## config.mk

```make
export PLATFORM = sky130hd
export DESIGN_NAME = branch_ctrl
export DESIGN_NICKNAME = d
export VERILOG_FILES = /design/src/rtl/branch_ctrl_pkg.sv /design/src/rtl/branch_target.sv /design/src/rtl/branch_ctrl.sv
export SDC_FILE = /design/constraint.sdc
export NUM_CORES = 1
export LEC_CHECK = 0
export ABC_AREA = 1
export CAP_MARGIN = 20
export CORE_MARGIN = 4
export CORE_UTILIZATION = 42
export DETAILED_ROUTE_END_ITERATION = 10
export PLACE_DENSITY = 0.79
export SKIP_LAST_GASP = 1
export SLEW_MARGIN = 5
export SYNTH_ARGS = -nofsm -noshare
export SYNTH_HDL_FRONTEND = slang
export SYNTH_SLANG_ARGS = --single-unit
```

## constraint.sdc

```tcl
create_clock -name clk -period 5.2 [get_ports clk]
set_clock_uncertainty 0.2 [all_clocks]
set_input_delay 0.78 -clock clk [delete_from_list [all_inputs] [get_ports clk]]
set_output_delay 0.78 -clock clk [all_outputs]
set_load 0.05 [all_outputs]
```

## src/rtl/branch_ctrl_pkg.sv

```systemverilog
// Shared types and constants for the branch resolution controller.
package branch_ctrl_pkg;

   typedef enum logic [1:0] {
      IDLE     = 2'd0,
      REDIRECT = 2'd1,
      FLUSH    = 2'd2
   } brctl_state_t;

   localparam int unsigned PC_STEP   = 4;
   // Sliced to the datapath width by users; clears bit 0 of a JALR target.
   localparam logic [63:0] JALR_MASK = ~64'd1;

endpackage

```

## src/rtl/branch_target.sv

```systemverilog
// Combinational target/sequential PC selection and misalignment detection.
module branch_target
   import branch_ctrl_pkg::*;
#(
   parameter int unsigned DWIDTH = 32
) (
   input  logic              br_jump_i,
   input  logic              br_jalr_i,
   input  logic              br_taken_i,
   input  logic              br_pred_i,
   input  logic [DWIDTH-1:0] br_pc_i,
   input  logic [DWIDTH-1:0] br_rs1_i,
   input  logic [DWIDTH-1:0] br_imm_i,
   output logic [DWIDTH-1:0] newpc_o,
   output logic              take_o,
   output logic              mispredict_o,
   output logic              misalign_o
);

   logic [DWIDTH-1:0] base;
   logic [DWIDTH-1:0] tgt;
   logic [DWIDTH-1:0] seq;

   always_comb begin
      base = br_jalr_i ? br_rs1_i : br_pc_i;
      tgt  = base + br_imm_i;
      if (br_jalr_i) begin
         tgt = tgt & JALR_MASK[DWIDTH-1:0];
      end
      seq          = br_pc_i + DWIDTH'(PC_STEP);
      take_o       = br_jump_i | br_taken_i;
      mispredict_o = br_jump_i | (br_taken_i ^ br_pred_i);
      newpc_o      = take_o ? tgt : seq;
      misalign_o   = take_o & tgt[1];
   end

endmodule

```

## src/rtl/branch_ctrl.sv

```systemverilog
// Branch/jump resolution sequencer: mispredict redirect handshake plus flush window.
// Optional statistics counters are enabled by defining BRANCH_CTRL_STATS_EN.
module branch_ctrl
   import branch_ctrl_pkg::*;
#(
   parameter int unsigned DWIDTH       = 32,
   parameter int unsigned FLUSH_CYCLES = 2
) (
   input  logic              clk,
   input  logic              reset,
   input  logic              br_valid,
   output logic              br_ready,
   input  logic              br_jump,
   input  logic              br_jalr,
   input  logic              br_taken,
   input  logic              br_pred,
   input  logic [DWIDTH-1:0] br_pc,
   input  logic [DWIDTH-1:0] br_rs1,
   input  logic [DWIDTH-1:0] br_imm,
   output logic              redirect_valid,
   input  logic              redirect_ready,
   output logic [DWIDTH-1:0] redirect_pc,
   output logic              flush_ifid,
   output logic              flush_idex,
   output logic              stall_ex,
   output logic              misalign_err
`ifdef BRANCH_CTRL_STATS_EN
   ,
   output logic [31:0]       stat_branches,
   output logic [31:0]       stat_mispredicts
`endif
);

   brctl_state_t      state_q, state_d;
   logic [3:0]        cnt_q, cnt_d;
   logic [DWIDTH-1:0] pc_q, pc_d;
   logic              mis_q, mis_d;

   logic [DWIDTH-1:0] newpc;
   logic              take;
   logic              mispredict;
   logic              misalign;
   logic              accept;

   branch_target #(
      .DWIDTH (DWIDTH)
   ) u_target (
      .br_jump_i    (br_jump),
      .br_jalr_i    (br_jalr),
      .br_taken_i   (br_taken),
      .br_pred_i    (br_pred),
      .br_pc_i      (br_pc),
      .br_rs1_i     (br_rs1),
      .br_imm_i     (br_imm),
      .newpc_o      (newpc),
      .take_o       (take),
      .mispredict_o (mispredict),
      .misalign_o   (misalign)
   );

   assign accept = br_valid & (state_q == IDLE);

   always_comb begin
      state_d = state_q;
      cnt_d   = cnt_q;
      pc_d    = pc_q;
      mis_d   = 1'b0;
      case (state_q)
         IDLE: begin
            if (accept) begin
               if (take && misalign) begin
                  mis_d = 1'b1;
               end else if (mispredict) begin
                  pc_d    = newpc;
                  state_d = REDIRECT;
               end
            end
         end
         REDIRECT: begin
            if (redirect_ready) begin
               if (FLUSH_CYCLES > 1) begin
                  state_d = FLUSH;
                  cnt_d   = 4'(FLUSH_CYCLES - 1);
               end else begin
                  state_d = IDLE;
               end
            end
         end
         FLUSH: begin
            // Leaving as cnt reaches 0 keeps FLUSH at FLUSH_CYCLES-1 cycles.
            cnt_d = cnt_q - 4'd1;
            if (cnt_q <= 4'd1) begin
               state_d = IDLE;
            end
         end
         default: state_d = IDLE;
      endcase
   end

   always_ff @(posedge clk or posedge reset) begin
      if (reset) begin
         state_q <= IDLE;
         cnt_q   <= '0;
         pc_q    <= '0;
         mis_q   <= 1'b0;
      end else begin
         state_q <= state_d;
         cnt_q   <= cnt_d;
         pc_q    <= pc_d;
         mis_q   <= mis_d;
      end
   end

   assign br_ready       = (state_q == IDLE);
   assign redirect_valid = (state_q == REDIRECT);
   assign flush_ifid     = (state_q == REDIRECT) || (state_q == FLUSH);
   assign flush_idex     = (state_q == REDIRECT) || (state_q == FLUSH);
   assign stall_ex       = (state_q == REDIRECT);
   assign redirect_pc    = pc_q;
   assign misalign_err   = mis_q;

`ifdef BRANCH_CTRL_STATS_EN
   logic [31:0] stat_br_q, stat_mp_q;

   always_ff @(posedge clk or posedge reset) begin
      if (reset) begin
         stat_br_q <= '0;
         stat_mp_q <= '0;
      end else begin
         if (accept) begin
            stat_br_q <= stat_br_q + 32'd1;
         end
         if ((state_q == IDLE) && (state_d == REDIRECT)) begin
            stat_mp_q <= stat_mp_q + 32'd1;
         end
      end
   end

   assign stat_branches    = stat_br_q;
   assign stat_mispredicts = stat_mp_q;
`endif

endmodule

```

==> impl_metrics.py <==
metrics = {
    "floorplanning": {
        "fp.dieW_um": 120.1,
        "die_area_um2": 14420,
        "rows": 40,
        "initial_core_util_pct": 43.37,
        "core_area_um2": 12160,
        "die_y_um": 120.1,
        "pin_count": 142,
    },
    "sta": {
        "final-max-slew-violation-count": 0,
        "finalSetupViolCount": 0,
        "fin_setup_tns_ps": 0,
        "fmax_ghz": 0.2865,
        "final_hold_viol_count": 0,
        "worst_pin_slew_ps": 717.6,
        "final.period_utilization_pct": 67.12,
        "min_period_ps": 3490,
        "worst_hold_slack_ps": 296.1,
        "slew_headroom_pct": 52.16,
        "rsz0062_at_grt": "false",
    },
    "route": {
        "detail_route.wl_per_cell_um": 15.46,
        "antenna_left": 0,
        "dr.pass1.iters": 5,
        "drc_errors": 0,
        "via_count": 6340,
        "drt-vias-per-instance": 5.171,
        "wirelength_um": 18950,
        "drt_iter0_drc": 499,
    },
    "synth": {
        "synthCells": 924,
        "synth_fp_nets": 1066,
        "synth-main-ff-cell": "dfrtp_1",
        "avgSynthCellArea_um2": 5.709,
        "synth_cell_type_count": 43,
        "yosys-top-cells-count": "nand2_1, inv_1, nor2_1",
        "synth.area.top_cells": "nand2_1, dfrtp_1, inv_1, ha_1, a21oi_1",
        "syn_area_um2": 5275,
        "synth_edf_count": 0,
        "yosysSeqAreaShare_pct": 18.50,
        "synthArstFlopShare_pct": 100.0,
        "yosysTopAreaCell": "nand2_1",
        "netlist.area_leader.share_pct": 21.92,
        "synth_seq_cells": 39,
        "ys.warnings.count": 0,
        "yosysMostFrequentCell": "nand2_1",
    },
    "placement": {
        "port-buffer-count": 141,
        "gp_congestion": 0.9597,
        "hpwl_um": 15800,
    },
    "finish": {
        "fillers": 1239,
        "final_nets": 1199,
        "final_layout_size_suffix_gt1_share_pct": 4.253,
        "area_delta_synth_final_pct": 32.28,
        "num_antenna_cells": 0,
    },
    "critical_path": {
        "cpMostUsedCell": "inv_1",
        "end_kind": "flip-flop",
        "required_ps": 5150,
        "worst_ep_arrival_time_ps": 3440,
        "slowest_stage": "buf_2",
        "start_kind": "input port",
        "criticalPathCategory": "input port to flip-flop",
        "crit_fanout": 46,
        "path_cells": "buf_2 > mux2_2 > ha_1 > inv_1 > fa_1 > o21ai_0 > nand2_1 > o211ai_2 > nor2_4 > buf_4 > o21ai_1 > inv_1 > a21oi_1",
        "slowest_delay_ps": 550,
    },
    "clocking": {
        "ctsHoldBuffers": 0,
        "path_clk_slew_ps": 60,
        "insertion_delay_ps": 280,
        "postCtsSetupRepairBufs": 0,
        "clockBufferDepth": 2,
        "clockRootBuffer": "clkbuf_16",
        "cts.repair.resized": 0,
        "cts_tree": "done",
        "cts_max_level": 2,
        "cts_inserted_buffers": 5,
        "clock_sinks": 39,
    },
    "grt": {
        "grt_pass1_vias": 6000,
        "overflow": 0,
        "grtUsageTotal_pct": 25.62,
        "grt_max_degree": 47,
        "grt_pass1_wl_um": 29460,
        "grt_antenna_before_repair": 0,
    },
    "power": {
        "p_per_area_nw_per_um2": 357.7,
        "power_frac_seq_pct": 21.7,
        "p_sw_w": 0.001304,
        "switching_share_pct": 52.24,
        "p_leak_nw": 3.533,
        "p_comb_share_pct": 66.4,
        "ir_drop_mv": 0.2693,
        "power_frac_clock_pct": 11.9,
        "p_int_w": 0.001192,
    },
    "worst_hold_path": {
        "hp-class": "flip-flop to flip-flop",
    },
    "status": {
        "status": "complete, no violations",
    },
    "run": {
        "drv_cap": 0,
    },
}
metrics by stage:
step | setup slack, ps | cells | total power (W) | instance area (um2) | util (%)
final | 1710 | 1226 | 0.002496 | 6978 | 57.38
after global placement | 1503 | 1218 | 0.002179 | 6840 | 56.24
after detailed placement | 1444 | 1218 | 0.002198 | 6840 | 56.24
after CTS | 1731 | 1226 | 0.002500 | 6978 | 57.38
after floorplan | 2126 | 924 | 0.001637 | 5275 | -
after global routing | 1470 | 1226 | 0.002652 | 6978 | 57.38
final timing paths:
| path | startpoint | endpoint | cells past startpoint | slack, ps |
|---|---|---|---|---|
| min in group asynchronous | reset | redirect_pc[31] | 3 | 730 |
| min | redirect_pc[5] | redirect_pc[5] | 2 | 300 |
| max reg2reg | state_q[0] | redirect_pc[16] | 8 | 3240 |
| min reg2reg | redirect_pc[5] | redirect_pc[5] | 2 | 300 |
| max in group asynchronous | reset | redirect_pc[27] | 3 | 3720 |
| max | br_jalr | redirect_pc[16] | 13 | 1710 |
cells in the final DEF, fill, tap and decap left out, types with 37 or more instances in the layout:
master / n
nand3_1: 62
a21oi_1: 70
dfrtp_1: 39
nand2_1: 308
ha_1: 37
inv_1: 141
clkdlybuf4s50_1: 140
o21ai_0: 43
nor2_1: 89
power groups by stage:
stage	sequential [W]	combinational (W)	clock, W
2_1_floorplan	0.000954	0.000682	0
3_3_place_gp	0.000546	0.00163	0
3_5_place_dp	0.000542	0.00166	0
4_1_cts	0.000541	0.00166	0.000299
5_1_grt	0.000557	0.00178	0.000311
6_report	0.000542	0.00166	0.000297
cell type report:
class	count	area [um2]	area share [%]
multi-input combinational	721	3670	52.59
timing repair buffer	146	1444	20.69
sequential	39	975.9	13.99
inverter	144	540.5	7.746
tap	168	210.2	3.012
clock buffer	7	132.6	1.901
clock inverter	1	5.005	0.07172
critical path, delay by kind of cell:
kind / cells / cell delay, ps
compound gates: 4 / 410
fa+ha+maj: 2 / 670
buf+inv: 4 / 1070
mux: 1 / 280
simple gates: 2 / 210
sequential cells by signal, indices dropped and copies added (netlist names):
| signal | flops |
|---|---|
| state_q | 2 |
| misalign_err | 1 |
| cnt_q | 4 |
| redirect_pc | 32 |
layer usage:
metal	vias up	routed length (um)	GRT usage (%)
li1	3210	-	-
met1	2778	8099	33.10
met2	302	8276	41.73
met3	50	1653	4.524
met4	0	918	11.38
met5	-	0	0
logic make-up after synthesis:
family,after synthesis,synth area share (%)
and+or+nand+nor,521,42.17
buffers and inverters,164,11.98
AOI/OAI and AO/OA,139,14.09
DFF,39,18.50
adders and majority gates,38,9.156
xor gates and xnor gates,17,2.823
muxes,6,1.281
Power figures use the tool's default switching activity.
